<file path="src/rtl/mc_proc_controller.sv">
// Multi-cycle processor control FSM: fetch/decode/execute/memory/writeback
// sequencing with memory wait timeout, run lock and bus-error trap.
module mc_proc_controller #(
    parameter int                      OP_BIT_WIDTH = 4,
    parameter logic [OP_BIT_WIDTH-1:0] OP2_SUB      = 4'b0110,
    parameter int                      MEM_TIMEOUT  = 16
) (
    input  logic                    clk,
    input  logic                    reset,
    input  logic                    lock,
    input  logic [OP_BIT_WIDTH-1:0] op1,
    input  logic [OP_BIT_WIDTH-1:0] op2,
    input  logic                    outCond,
    input  logic                    memReady,
    output logic                    memReq,
    output logic                    memWe,
    output logic                    irWrtEn,
    output logic                    pcWrtEn,
    output logic                    useImmPc,
    output logic                    wrtEnReg,
    output logic [1:0]              wrtRegSel,
    output logic                    useZeroExe,
    output logic                    useImmExe,
    output logic                    isMvhi,
    output logic [OP_BIT_WIDTH-1:0] opAlu,
    output logic [OP_BIT_WIDTH-1:0] opCond,
    output logic [2:0]              state,
    output logic                    busErr,
    output logic                    illegalOp,
    output logic                    instrRetired
);

    localparam int CW = $clog2(MEM_TIMEOUT) + 1;
    localparam logic [CW-1:0] CNT_LIM = CW'(MEM_TIMEOUT - 1);

    localparam logic [OP_BIT_WIDTH-1:0] OP_ALU  = OP_BIT_WIDTH'(4'b0000);
    localparam logic [OP_BIT_WIDTH-1:0] OP_ALUI = OP_BIT_WIDTH'(4'b1000);
    localparam logic [OP_BIT_WIDTH-1:0] OP_LW   = OP_BIT_WIDTH'(4'b1001);
    localparam logic [OP_BIT_WIDTH-1:0] OP_SW   = OP_BIT_WIDTH'(4'b0101);
    localparam logic [OP_BIT_WIDTH-1:0] OP_CMP  = OP_BIT_WIDTH'(4'b0010);
    localparam logic [OP_BIT_WIDTH-1:0] OP_CMPI = OP_BIT_WIDTH'(4'b1010);
    localparam logic [OP_BIT_WIDTH-1:0] OP_BR   = OP_BIT_WIDTH'(4'b0110);
    localparam logic [OP_BIT_WIDTH-1:0] OP_JAL  = OP_BIT_WIDTH'(4'b1011);

    typedef enum logic [2:0] {
        S_FETCH  = 3'd0,
        S_DECODE = 3'd1,
        S_EXEC   = 3'd2,
        S_MEM    = 3'd3,
        S_WB     = 3'd4,
        S_ERR    = 3'd5
    } state_t;

    state_t        state_q;
    state_t        state_n;
    logic [CW-1:0] wait_cnt;
    logic          bus_err_q;

    logic is_alu, is_alui, is_lw, is_sw;
    logic is_cmp, is_cmpi, is_br, is_jal, is_ill;

    logic run;
    logic req_i, we_i, ir_i, pc_i, imm_pc_i;
    logic wr_i, ill_i, ret_i;
    logic [1:0] sel_i;

    logic ex_act;
    logic mvhi_v;

    assign run = lock & ~reset;

    // Instruction class decode from the primary opcode
    always_comb begin
        is_alu  = (op1 == OP_ALU);
        is_alui = (op1 == OP_ALUI);
        is_lw   = (op1 == OP_LW);
        is_sw   = (op1 == OP_SW);
        is_cmp  = (op1 == OP_CMP);
        is_cmpi = (op1 == OP_CMPI);
        is_br   = (op1 == OP_BR);
        is_jal  = (op1 == OP_JAL);
        is_ill  = ~(is_alu | is_alui | is_lw | is_sw |
                    is_cmp | is_cmpi | is_br | is_jal);
    end

    // Execute-stage controls, held through EXEC, MEM and WB
    always_comb begin
        ex_act     = (state_q == S_EXEC) || (state_q == S_MEM) ||
                     (state_q == S_WB);
        mvhi_v     = op1[3] & ~op1[1] & op2[0] & op2[1];
        useZeroExe = 1'b0;
        useImmExe  = 1'b0;
        isMvhi     = 1'b0;
        opAlu      = '0;
        opCond     = '0;
        if (ex_act) begin
            isMvhi     = mvhi_v;
            useZeroExe = (is_br & op2[2]) | mvhi_v;
            useImmExe  = op1[3] | is_sw;
            opAlu      = (is_cmp | is_cmpi | is_br) ? OP2_SUB : op2;
            opCond     = op2;
        end
    end

    // Next-state and strobe generation
    always_comb begin
        state_n  = state_q;
        req_i    = 1'b0;
        we_i     = 1'b0;
        ir_i     = 1'b0;
        pc_i     = 1'b0;
        imm_pc_i = 1'b0;
        wr_i     = 1'b0;
        sel_i    = 2'd0;
        ill_i    = 1'b0;
        ret_i    = 1'b0;
        case (state_q)
            S_FETCH: begin
                req_i = 1'b1;
                if (memReady) begin
                    ir_i    = 1'b1;
                    pc_i    = 1'b1;
                    state_n = S_DECODE;
                end else if (wait_cnt == CNT_LIM) begin
                    state_n = S_ERR;
                end
            end
            S_DECODE: begin
                if (is_ill) begin
                    ill_i   = 1'b1;
                    state_n = S_FETCH;
                end else begin
                    state_n = S_EXEC;
                end
            end
            S_EXEC: begin
                if (is_br) begin
                    pc_i     = outCond;
                    imm_pc_i = outCond;
                    ret_i    = 1'b1;
                    state_n  = S_FETCH;
                end else if (is_jal) begin
                    pc_i     = 1'b1;
                    imm_pc_i = 1'b1;
                    state_n  = S_WB;
                end else if (is_lw | is_sw) begin
                    state_n = S_MEM;
                end else begin
                    state_n = S_WB;
                end
            end
            S_MEM: begin
                req_i = 1'b1;
                we_i  = is_sw;
                if (memReady) begin
                    if (is_sw) begin
                        ret_i   = 1'b1;
                        state_n = S_FETCH;
                    end else begin
                        state_n = S_WB;
                    end
                end else if (wait_cnt == CNT_LIM) begin
                    state_n = S_ERR;
                end
            end
            S_WB: begin
                wr_i    = 1'b1;
                sel_i   = is_jal ? 2'd2 : (is_lw ? 2'd1 : 2'd0);
                ret_i   = 1'b1;
                state_n = S_FETCH;
            end
            S_ERR: begin
                state_n = S_ERR;
            end
            default: begin
                state_n = S_FETCH;
            end
        endcase
        if (!lock) begin
            state_n = state_q;
        end
    end

    assign memReq       = req_i & run;
    assign memWe        = we_i & run;
    assign irWrtEn      = ir_i & run;
    assign pcWrtEn      = pc_i & run;
    assign useImmPc     = imm_pc_i;
    assign wrtEnReg     = wr_i & run;
    assign wrtRegSel    = sel_i;
    assign illegalOp    = ill_i & run;
    assign instrRetired = ret_i & run;
    assign state        = state_q;
    assign busErr       = bus_err_q;

    // State register; lock freezes it
    always_ff @(posedge clk) begin
        if (reset) begin
            state_q <= S_FETCH;
        end else if (lock) begin
            state_q <= state_n;
        end
    end

    // Memory wait counter: restarts per request, counts stalled cycles
    always_ff @(posedge clk) begin
        if (reset) begin
            wait_cnt <= '0;
        end else if (lock) begin
            if ((state_n != state_q) &&
                ((state_n == S_FETCH) || (state_n == S_MEM))) begin
                wait_cnt <= '0;
            end else if (memReady) begin
                wait_cnt <= '0;
            end else if (req_i) begin
                wait_cnt <= wait_cnt + CW'(1);
            end
        end
    end

    // Sticky bus error flag, set on entry to the error trap
    always_ff @(posedge clk) begin
        if (reset) begin
            bus_err_q <= 1'b0;
        end else if (lock && (state_n == S_ERR)) begin
            bus_err_q <= 1'b1;
        end
    end

endmodule

</file>
<file path="config.mk">
export PLATFORM = sky130hd
export DESIGN_NAME = mc_proc_controller
export DESIGN_NICKNAME = d
export VERILOG_FILES = /design/src/rtl/mc_proc_controller.sv
export SDC_FILE = /design/constraint.sdc
export NUM_CORES = 1
export LEC_CHECK = 0
export ABC_AREA = 0
export CORE_MARGIN = 2
export CORE_UTILIZATION = 47
export DETAILED_ROUTE_END_ITERATION = 10
export GPL_TIMING_DRIVEN = 0
export PLACE_DENSITY = 0.85
export REMOVE_ABC_BUFFERS = 1
export SLEW_MARGIN = 20
export SYNTH_ARGS = -nofsm -noshare
export SYNTH_HDL_FRONTEND = slang
export SYNTH_SLANG_ARGS = --single-unit
</file>
<file path="constraint.sdc">
create_clock -name clk -period 6.4 [get_ports clk]
set_input_delay 1.92 -clock clk [delete_from_list [all_inputs] [get_ports clk]]
set_output_delay 1.92 -clock clk [all_outputs]
set_load 0.05 [all_outputs]
</file>
==> impl_metrics.json <==
{
  "status": "finished clean",
  "yosys_warnings": 0,
  "drive_gt1_share_pct": 7.514,
  "antenna_found_initial": 0,
  "muxShareOfSynthArea_pct": 0,
  "synth_top_area_cell": "dfxtp_1",
  "p_leak_nw": 0.5146,
  "setup.worst_path.start": "op1[2]",
  "hold_viol": 0,
  "synth-compound-area-share_pct": 32.75,
  "grt_pass1_wl_um": 4678,
  "dr.pass1.iters": 4,
  "synth_area_per_cell_um2": 7.126,
  "reg2reg_depth": 9,
  "max-slew-margin-rel_pct": 52.13,
  "synth_top_family_by_area": "simple AND/OR/NAND/NOR gates",
  "rrSetupSlack_ns": 3.89,
  "whs_endpoint": "wait_cnt[4]$_SDFFE_PP0P_",
  "maxCapViolCount": 0,
  "gp_congestion": 0.8427,
  "cts_buffer_depth": 2,
  "synth_edf_count": 0,
  "avgViaCountPerCell": 5.675,
  "die_x_um": 50.24,
  "synth_seq_cells": 9,
  "synth_fa_ha_area_share_pct": 2.491,
  "clockPowerShare_pct": 26.6,
  "htree_num_levels": 1,
  "reg2reg_from": "wait_cnt[0]$_SDFFE_PP0P_",
  "p_sw_uw": 57.19,
  "rr_endpoint": "wait_cnt[3]$_SDFFE_PP0P_",
  "io_buffer_count": 37,
  "numClockSinks": 9,
  "fin_crit_ns": 6.186,
  "hold_start": "wait_cnt[4]$_SDFFE_PP0P_",
  "synth_xor_area_share_pct": 0.8717,
  "num_antenna_cells": 0,
  "dp_slack_ns": 0.02988,
  "setup_viol": 0,
  "max_stage_delay_ns": 0.79,
  "tritoncts": "built",
  "cp_slowest_cell": "clkdlybuf4s50_1",
  "io_pins": 38,
  "drc": 0,
  "clk-insertion-delay-late_ns": 0.26,
  "final_core_utilization_pct": 69.82,
  "yosys.area_share.simple_pct": 37.24,
  "fmax_mhz": 161.7,
  "tns_ns": 0,
  "path_clk_slew_ns": 0.06,
  "cts_made_buffers": 3,
  "arrival_ns": 4.27,
  "synth_ff_type": "dfxtp_1",
  "ys_async_sr_fraction_pct": 0,
  "fin_ws_ns": 0.2143,
  "cp_max_fo": 8,
  "grt_pass1_vias": 1030,
  "intPower_uw": 104.1,
  "start_util_pct": 50.69,
  "placed_area_um2": 1355,
  "cts-root-buf": "clkbuf_4",
  "crit_type": "in2out",
  "cp_cell_sequence": "clkdlybuf4s50_1 -> nor2b_2 -> nand2_1 -> o21ai_0 -> and3_1 -> a31o_2 -> clkdlybuf4s50_1",
  "ant_nets": 0,
  "synth_commonest_cells": "nand2_1 (15), nor2_1 (15), a21oi_1 (9), dfxtp_1 (9), inv_1 (9)",
  "stdcell_area_um2": 1384,
  "hold_path.class": "reg2reg",
  "fp.dieH_um": 50.24,
  "worst_pin_slew_ns": 0.7106,
  "syn_to_final_growth_pct": 37.73,
  "track_usage_pct": 23.13,
  "clock_skew_ns": 0.008466,
  "fp.coreArea_um2": 1982,
  "postSynthCellCount": 141,
  "synthDistinctLibCells": 47,
  "place_hpwl_um": 2200,
  "whs_path_depth": 2,
  "drtIter0Drc": 46,
  "irDropWorstVdd_v": 0.0002020,
  "drv_slew": 0,
  "critPathRequiredTime_ns": 4.48,
  "yosysSeqAreaShare_pct": 17.93,
  "vias": 1135,
  "wl_per_cell_um": 14.29,
  "cpMostUsedCell": "clkdlybuf4s50_1",
  "netlist_top_cells_area": "dfxtp_1 (18%), nand2_1 (5.6%), nor2_1 (5.6%)",
  "grt_overflow": 0,
  "period_share_pct": 96.65,
  "std_cell_rows": 16,
  "rsz0062_at_grt": "false",
  "wirelength_um": 2857,
  "critPathLaunchType": "input port",
  "grt_max_degree": 18,
  "fp.dieArea_um2": 2524,
  "fin_nets": 189,
  "power_uw": 161.3,
  "p_per_area_nw_per_um2": 116.5,
  "synthesis.area_um2": 1005,
  "synth_top_area_share_pct": 17.93,
  "switching_share_pct": 35.46,
  "cp-end-kind": "output pin",
  "p_seq_share_pct": 37.7,
  "p_comb_share_pct": 35.7
}
## per-stage QoR
stage,instances,hold slack (ns)
floorplan,132,0.4328
global placement,196,0.4604
detailed placement,196,0.4829
CTS,200,0.4914
global route,200,0.5112
finish,200,0.4920
## critical path, delay by kind of cell
kind / cells / cell delay (ns)
buffers and inverters: 2 / 1.36
AO/OA/AOI/OAI: 2 / 0.30
AND/OR/NAND/NOR: 3 / 0.69
## cell type report
type / count / area (um^2)
clock buffer: 4 / 26.28
fill: 155 / 598.1
inverter: 9 / 33.78
multi-input combinational: 114 / 739.5
sequential: 9 / 180.2
tap: 27 / 33.78
timing repair buffer: 37 / 370.4
## routing by layer
layer  global-route usage, %  share of wire [%]  vias up
li1                        -                  -      573
met4                   3.241               0.67        0
met5                       0                  0        -
met1                   33.21                 48      520
met3                   3.869                6.0        2
met2                   36.84                 46       40
## registers in the layout, summed over array words and instances, names as in the netlist
| name | flops |
|---|---|
| busErr | 1 |
| state | 3 |
| wait_cnt | 5 |
## cell usage in the layout (no fill, tap or decap), types with 3 or more instances in the layout
cell,n
nand2b_1,8
nor4_1,4
inv_1,9
and2_1,4
nor2b_1,4
nor2_1,15
nand2_1,15
nor3_1,6
clkbuf_4,3
nand3_1,3
dfxtp_1,9
a21oi_1,9
clkdlybuf4s50_1,37
o21ai_0,5
## worst max-delay path by stage
stage,endpoint,cells after the start
after floorplan,pcWrtEn,4
after global placement,pcWrtEn,7
after detailed placement,pcWrtEn,7
after CTS,pcWrtEn,7
after global routing,pcWrtEn,7
final,pcWrtEn,7
## cell families after synthesis
| logic type | Yosys count |
|---|---|
| adders and majority gates | 2 |
| AOI/OAI and AO/OA | 41 |
| DFF | 9 |
| and+or+nand+nor | 70 |
| xor gates and xnor gates | 1 |
| buffers and inverters | 18 |
## power by group through the flow
stage / registers [mW] / clock network [mW] / logic (mW)
after floorplan: 0.0633 / 0 / 0.0318
after global placement: 0.0617 / 0 / 0.0557
after detailed placement: 0.0619 / 0 / 0.0567
after CTS: 0.0607 / 0.0437 / 0.0569
after global routing: 0.0611 / 0.0485 / 0.0619
final: 0.0608 / 0.0428 / 0.0576
## timing repair
item / in CTS / in global routing
endpoints found under the setup margin: 0 / 2
endpoints found under the hold margin: 0 / 0
buffers inserted: 0 / 0
resized for setup: 0 / 1
hold buffers: 0 / 0
Note: power is estimated with default switching activity, not from simulation.
